[config.mk]
export PLATFORM = sky130hd
export DESIGN_NAME = collatz_orbit_engine
export DESIGN_NICKNAME = d
export VERILOG_FILES = /design/src/rtl/collatz_orbit_engine.sv
export SDC_FILE = /design/constraint.sdc
export NUM_CORES = 1
export LEC_CHECK = 0
export CAP_MARGIN = 10
export CORE_ASPECT_RATIO = 1.1
export CORE_MARGIN = 2
export CORE_UTILIZATION = 35
export DETAILED_ROUTE_END_ITERATION = 16
export PLACE_DENSITY = 0.56
export SYNTH_ARGS = -nofsm -noshare
export SYNTH_HDL_FRONTEND = slang
export SYNTH_SLANG_ARGS = --single-unit
export TNS_END_PERCENT = 1
[constraint.sdc]
create_clock -name clk -period 7.7 [get_ports clk]
set_input_delay 1.54 -clock clk [delete_from_list [all_inputs] [get_ports clk]]
set_output_delay 1.54 -clock clk [all_outputs]
set_load 0.01 [all_outputs]
[src/rtl/collatz_orbit_engine.sv]
// collatz_orbit_engine: full-width Collatz iterator with byte-addressed load and registered readback
module collatz_orbit_engine #(
    parameter int WIDTH  = 32,
    parameter int OLEN_W = 16,
    parameter int ADDR_W = 3
) (
    input  logic              clk,
    input  logic              rst_n,
    input  logic              wr_en,
    input  logic [ADDR_W-1:0] wr_addr,
    input  logic [7:0]        wr_data,
    input  logic              start,
    input  logic [1:0]        rd_sel,
    input  logic [ADDR_W-1:0] rd_addr,
    output logic [7:0]        rd_data,
    output logic              busy,
    output logic              done,
    output logic              err_zero,
    output logic              overflow,
    output logic              timeout
);
    typedef enum logic [1:0] {IDLE, RUN, DONE} state_t;

    localparam logic [ADDR_W:0]   IBYTES = (ADDR_W+1)'(WIDTH/8);
    localparam logic [ADDR_W:0]   OBYTES = (ADDR_W+1)'(OLEN_W/8);
    localparam logic [WIDTH-1:0]  ONE_W  = {{(WIDTH-1){1'b0}}, 1'b1};
    localparam logic [OLEN_W-1:0] ONE_O  = {{(OLEN_W-1){1'b0}}, 1'b1};
    localparam logic [OLEN_W-1:0] OMAX   = '1;

    state_t            state;
    logic [WIDTH-1:0]  iter, path_rec, step, wr_mask, wr_word;
    logic [OLEN_W-1:0] orbit_len;
    logic [WIDTH+1:0]  ext, nxt;
    logic [7:0]        iter_b, path_b, olen_b, rd_byte;
    logic              ovf, last, wr_ok, rd_ok, ro_ok;

    // next Collatz value at WIDTH+2 bits, byte write masks and readback byte selection
    always_comb begin
        ext     = {2'b00, iter};
        nxt     = iter[0] ? (ext << 1) + ext + {{(WIDTH+1){1'b0}}, 1'b1} : ext >> 1;
        ovf     = |nxt[WIDTH+1:WIDTH];
        step    = nxt[WIDTH-1:0];
        last    = orbit_len == OMAX - ONE_O;
        wr_ok   = {1'b0, wr_addr} < IBYTES;
        wr_mask = {{(WIDTH-8){1'b0}}, 8'hff} << {wr_addr, 3'b000};
        wr_word = {{(WIDTH-8){1'b0}}, wr_data} << {wr_addr, 3'b000};
        rd_ok   = {1'b0, rd_addr} < IBYTES;
        ro_ok   = {1'b0, rd_addr} < OBYTES;
        iter_b  = 8'(iter >> {rd_addr, 3'b000});
        path_b  = 8'(path_rec >> {rd_addr, 3'b000});
        olen_b  = 8'(orbit_len >> {rd_addr, 3'b000});
        rd_byte = rd_sel == 2'd0 ? (rd_ok ? iter_b : 8'h00) :
                  rd_sel == 2'd1 ? (ro_ok ? olen_b : 8'h00) :
                  rd_sel == 2'd2 ? (rd_ok ? path_b : 8'h00) :
                  (rd_addr == '0 ? {4'b0000, timeout, overflow, err_zero, done} : 8'h00);
    end

    // control FSM with iterator, orbit length, path record, flags and registered readback
    always_ff @(posedge clk or negedge rst_n) begin
        if (!rst_n) begin
            state     <= IDLE;
            iter      <= '0;
            orbit_len <= '0;
            path_rec  <= '0;
            rd_data   <= '0;
            busy      <= 1'b0;
            done      <= 1'b0;
            err_zero  <= 1'b0;
            overflow  <= 1'b0;
            timeout   <= 1'b0;
        end else begin
            rd_data <= rd_byte;
            case (state)
                IDLE, DONE: begin
                    if (wr_en) begin
                        if (wr_ok) iter <= (iter & ~wr_mask) | wr_word;
                        state    <= IDLE;
                        done     <= 1'b0;
                        err_zero <= 1'b0;
                        overflow <= 1'b0;
                        timeout  <= 1'b0;
                    end else if (start) begin
                        orbit_len <= '0;
                        path_rec  <= iter;
                        overflow  <= 1'b0;
                        timeout   <= 1'b0;
                        err_zero  <= iter == '0;
                        done      <= iter == '0 || iter == ONE_W;
                        busy      <= !(iter == '0 || iter == ONE_W);
                        state     <= (iter == '0 || iter == ONE_W) ? DONE : RUN;
                    end
                end
                RUN: begin
                    if (ovf) begin
                        overflow <= 1'b1;
                        busy     <= 1'b0;
                        done     <= 1'b1;
                        state    <= DONE;
                    end else begin
                        iter      <= step;
                        orbit_len <= orbit_len + ONE_O;
                        path_rec  <= step > path_rec ? step : path_rec;
                        if (step == ONE_W || last) begin
                            timeout <= step != ONE_W;
                            busy    <= 1'b0;
                            done    <= 1'b1;
                            state   <= DONE;
                        end
                    end
                end
                default: state <= IDLE;
            endcase
        end
    end
endmodule

==> results of run 1 <==
## where the power goes
group / switching [mW] / internal [mW] / total [mW]
combinational: 2.24 / 1.39 / 3.63
sequential: 0.261 / 0.661 / 0.922
clock: 0.202 / 0.327 / 0.529
total: 2.70 / 2.38 / 5.08
## through the flow
step	cell area, um^2	hold slack, ns
detailed placement	9658	0.4930
floorplan	9057	0.4653
CTS	10010	0.5059
global placement	9658	0.4853
finish	10010	0.5091
global route	10010	0.5370
## worst max-delay path, stage by stage (launching register included)
cell	delay [ns]
dfrtp_2	0.40
buf_4	0.34
ha_1	0.35
o211ai_1	0.28
a21oi_2	0.16
o211ai_1	0.47
nand3_1	0.36
mux2i_1	0.21
xnor2_1	0.32
a21oi_1	0.20
ha_1	0.38
nand4_1	0.15
nor2_1	0.22
nand4_1	0.19
a221oi_1	0.36
or3_1	0.19
a2111o_1	0.13
o211a_1	0.27
buf_4	0.47
mux2_2	0.39
## final cells by class
type,instances,area (um^2)
multi-input combinational,808,6120
fill,2597,15330
sequential,95,2379
clock buffer,11,242.7
inverter,87,326.6
timing repair buffer,43,400.4
tap,346,432.9
clock inverter,5,105.1
## sequential cells by signal, summed over array words and instances (netlist names), 2 cells and up
signal	count
path_rec	32
state	2
orbit_len	16
rd_data	8
iter	32
## cell families after synthesis
logic type	Yosys count	share of synthesized area [%]
flip-flops	95	26.25
buffers and inverters	139	6.271
adder cells (fa/ha/maj)	86	11.96
multiplexers	83	11.78
AND/OR/NAND/NOR	283	15.93
XOR/XNOR	23	2.224
AO/OA/AOI/OAI	333	25.58
## how the worst min path moves through the flow
stage                       startpoint            to  slack, ns  cells past startpoint
after CTS                 orbit_len[4]  orbit_len[4]       0.51                      1
final                     orbit_len[4]  orbit_len[4]       0.51                      1
after global routing      orbit_len[4]  orbit_len[4]       0.54                      1
after global placement    orbit_len[4]  orbit_len[4]       0.49                      1
after floorplan           orbit_len[4]  orbit_len[4]       0.47                      1
after detailed placement  orbit_len[4]  orbit_len[4]       0.49                      1
## per-layer routing
layer / wire, um / global-route usage [%]
met1: 14180 / 32.78
met2: 15150 / 38.50
met3: 1567 / 1.529
met4: 949 / 7.311
met5: 0 / 0
## cell usage after synthesis, types with 6 or more instances
master,instances
o21ai_0,80
xor2_1,11
and4_1,6
a21oi_1,52
or3_1,8
o211ai_1,17
a31oi_1,7
o2111ai_1,8
and3_1,10
inv_1,87
nand4_1,29
a21o_1,19
nor3_1,20
ha_1,85
o22ai_1,20
a221o_1,6
mux2i_1,55
dfrtp_1,95
buf_1,6
nand2b_1,17
nor2_1,65
nand2_1,71
a22oi_1,6
clkbuf_1,23
buf_2,16
nor2b_1,7
a2bb2oi_1,33
nand3_1,19
mux2_2,6
mux4_2,16
xnor2_1,12
o21ai_1,8
and2_1,7
o21a_1,14
==> results.yml, run 1 <==
finish:
  diodes: 0
  fin_cells: 1395
  nNetsFinal: 1150
  post-route-util_pct: 39.49
  final_common_cell: "dfrtp_1"
  syn2layout_area_growth_pct: 10.47
  final_cell_mix: "94 x dfrtp_1, 87 x inv_1, 85 x ha_1, 80 x o21ai_0, 71 x nand2_1"
  drive_above_1_share_pct: 7.150
die:
  die_y_um: 172.7
  core_um2: 25340
  die_x_um: 157.4
  row_count: 61
  ioPinCount: 33
  start_util_pct: 35.74
  dieArea_um2: 27180
cts:
  postCtsSetupBuffers: 0
  clk_latency_ns: 0.35
  cts.sinks: 95
  cts.clk_slew.worst_paths_ns: 0.07
  numCtsBuffers: 9
  post_cts_resized: 0
  hold_buffers: 0
  root_buffer: "clkbuf_16"
  clockBufferDepth: 2
  cts_tree: "done"
  cts_max_level: 3
timing:
  worst_slack_ns: 1.720
  relSlewSlack_pct: 21.04
  skew_ns: 0.006153
  period_share_pct: 77.66
  worst_pin_slew_ns: 1.181
  setup_viol: 0
  period_needed_ns: 5.980
  hold_viol_final: 0
  max_clock_freq_mhz: 167.2
  tns_ns: 0
  drv_slew: 0
  grt_setup_unrepaired: "no"
power:
  p_per_area_nw_per_um2: 507.4
  power.leakage_nw: 4.343
  ir_drop_uv: 175.9
  finalPower_mw: 5.077
global_route:
  grt.total_usage_pct: 23.42
  grt_max_degree: 68
  grt_pass1_wl_um: 49060
  gr-total-overflow: 0
  antenna_found_initial: 0
  first_global_vias: 8154
drt:
  drc_errors: 0
  detail_route.wl_per_cell_um: 22.83
  routed_via_density: 6.025
  routed_wl_um: 31840
  first_pass_iters: 6
  vias: 8405
  antenna_left: 0
  first_iter_violations: 997
setup_path:
  reg2reg_depth: 19
  crit_fanout: 67
  crit_start: "iter[0]"
  regToRegSetupSlack_ns: 1.72
  r2r_start: "iter[0]"
  endpoint: "path_rec[4]"
  crit_required_ns: 7.94
  crit_type: "flop to flop"
  arrival_ns: 6.22
  crit_path_end_kind: "flop"
  crit_path_start_kind: "flop"
  worstReg2RegEnd: "path_rec[4]"
placed_design:
  dpl.hpwl_um: 24740
  placedCellCount: 1379
  post-place-ws_ns: 1.842
  gp_congestion: 0.8978
  placement.io_buffers: 32
outcome:
  outcome: "completed"
logic_synthesis:
  avgSynthCellArea_um2: 8.692
  synth_top_cell_by_area: "dfrtp_1"
  async_flop_share_pct: 100.0
  netlist_top_cells_area: "dfrtp_1 26%, ha_1 12%, mux2i_1 6.1%"
  synth_edf_count: 0
  synth_top_flop_cell: "dfrtp_1"
  synthesis.nets: 1148
  ys_seq_elements: 95
  synthDistinctLibCells: 82
  synth.top_cell.area_share_pct: 26.25
  yosysSeqAreaShare_pct: 26.25
  syn_inst: 1042
  syn_area_um2: 9057
  yosysWarnings: 0
worst_hold_path:
  min_path_type: "flop to flop"
job:
  drv_cap: 0
(Power assumes the default switching activity.)
==> run 2, diff against run 1 <==
- PLACE_DENSITY: 0.56 -> 0.57
- clock period: 7.7 -> 5.4 ns (I/O delays scaled with it)
==> results.yml, run 2 (synthesized netlist as in run 1, its figures left out) <==
drt:
  routed_via_density: 5.951
  antenna_left: 0
  first_pass_iters: 6
  routed_wl_um: 31070
  first_iter_violations: 869
  drc_errors: 0
  vias: 8415
  detail_route.wl_per_cell_um: 21.97
cts:
  cts.sinks: 95
  clk_latency_ns: 0.35
  clockBufferDepth: 2
  numCtsBuffers: 9
  cts_tree: "done"
  cts.clk_slew.worst_paths_ns: 0.07
  root_buffer: "clkbuf_16"
  cts_max_level: 3
  hold_buffers: 0
global_route:
  grt_pass1_wl_um: 49020
  grt_max_degree: 63
  grt.total_usage_pct: 23.21
  antenna_found_initial: 0
  first_global_vias: 8335
  gr-total-overflow: 0
finish:
  nNetsFinal: 1169
  syn2layout_area_growth_pct: 11.89
  stdcell_area_um2: 10130
  final_common_cell: "dfrtp_1"
  top_regs: "iter: 32 flops, path_rec: 32 flops, orbit_len: 16 flops"
  drive_above_1_share_pct: 9.457
  diodes: 0
  final_cell_mix: "92 x dfrtp_1, 87 x inv_1, 85 x ha_1, 80 x o21ai_0, 71 x nand2_1"
  fill_cells: 2550
  fin_cells: 1414
setup_path:
  crit_path_start_kind: "flop"
  crit_type: "flop to flop"
  critPathMaxStageDelay_ns: 0.50
  crit_required_ns: 5.63
  crit_slowest_cell: "dfrtp_1"
  arrival_ns: 5.36
  crit_fanout: 32
  crit_chain: "inv_1, ha_1, o211ai_1, a21oi_2, o211ai_1, nand3_2, mux2i_1, xnor2_2, a21oi_1, ha_1, nand4_1, nor2_1, nand4_1, a221oi_2, or3_1, a2111o_1, o211a_1, buf_12, mux2_2"
  crit_path_end_kind: "flop"
timing:
  tns_ns: 0
  setup_viol: 0
  relSlewSlack_pct: 12.38
  drv_slew: 0
  grt_setup_unrepaired: "no"
  hold_viol_final: 0
  max_clock_freq_mhz: 195.0
  period_share_pct: 94.97
  skew_ns: 0.008640
  worst_pin_slew_ns: 1.281
  period_needed_ns: 5.128
die:
  core_um2: 25340
  die_x_um: 157.4
  ioPinCount: 33
  row_count: 61
  dieArea_um2: 27180
  start_util_pct: 35.74
  die_y_um: 172.7
outcome:
  outcome: "completed"
placed_design:
  dpl.hpwl_um: 24600
  gp_congestion: 0.9326
  placement.io_buffers: 32
  placedCellCount: 1396
  dpl_cell_area_um2: 9803
power:
  ir_drop_uv: 237.9
  finalPower_mw: 7.279
  power.leakage_nw: 4.427
  p_per_area_nw_per_um2: 718.2
job:
  drv_cap: 0
worst_hold_path:
  min_path_type: "flop to flop"
[run 2: path summary, 6_finish.rpt]
path / from / end / slack [ns] / cells past startpoint
hold / removal: orbit_len[4] / orbit_len[4] / 0.53 / 1
min in group asynchronous: rst_n / path_rec[5] / 0.75 / 1
setup / recovery: iter[3] / path_rec[0] / 0.27 / 19
hold reg to reg: orbit_len[4] / orbit_len[4] / 0.53 / 1
max in group asynchronous: rst_n / orbit_len[3] / 3.56 / 2
setup reg to reg: iter[3] / path_rec[0] / 0.27 / 19
[run 2: cell type report]
type                    instances  area (um^2)  share of cell area (%)
clock buffers                   9        225.2                   2.222
clock inverters                 7        70.07                  0.6914
inverters                      87        326.6                   3.222
multi-input cells             808         6143                   60.62
flip-flops and latches         95         2381                   23.49
well taps                     346        432.9                   4.272
repair buffers                 62        555.5                   5.481
[run 2: metal layers]
metal  GRT usage (%)  share of wire, %
met1           31.52                43
met2           38.63                47
met3           2.105               5.9
met4           7.689               3.5
met5               0                 0
[run 2: through the flow]
stage | worst slack, ns | util (%) | hold WS [ns]
global placement | -0.2006 | 38.69 | 0.4947
detailed placement | -0.1906 | 38.69 | 0.5022
CTS | 0.02798 | 39.91 | 0.5250
floorplan | 0.01806 | - | 0.4653
finish | 0.2716 | 40.00 | 0.5257
global route | 0.005699 | 40.00 | 0.5462
[run 2: critical path, delay by kind of cell (launching register included)]
family	cells	cell delay, ns
flip-flops	1	0.50
XOR/XNOR	1	0.18
AO/OA/AOI/OAI	7	1.53
adder cells (fa/ha/maj)	2	0.78
AND/OR/NAND/NOR	5	0.98
multiplexers	2	0.65
buffers and inverters	2	0.38
[run 2: repair_timing]
action	in CTS	in global routing
buffers inserted	2	0
resized for setup	0	5
pin swaps	2	1
endpoints found under the setup margin	32	32
[run 2: where the power goes]
group	total, mW	switching [mW]	internal (mW)
sequential	1.30	0.353	0.944
clock	0.649	0.289	0.360
combinational	5.33	3.22	2.11
total	7.28	3.86	3.42
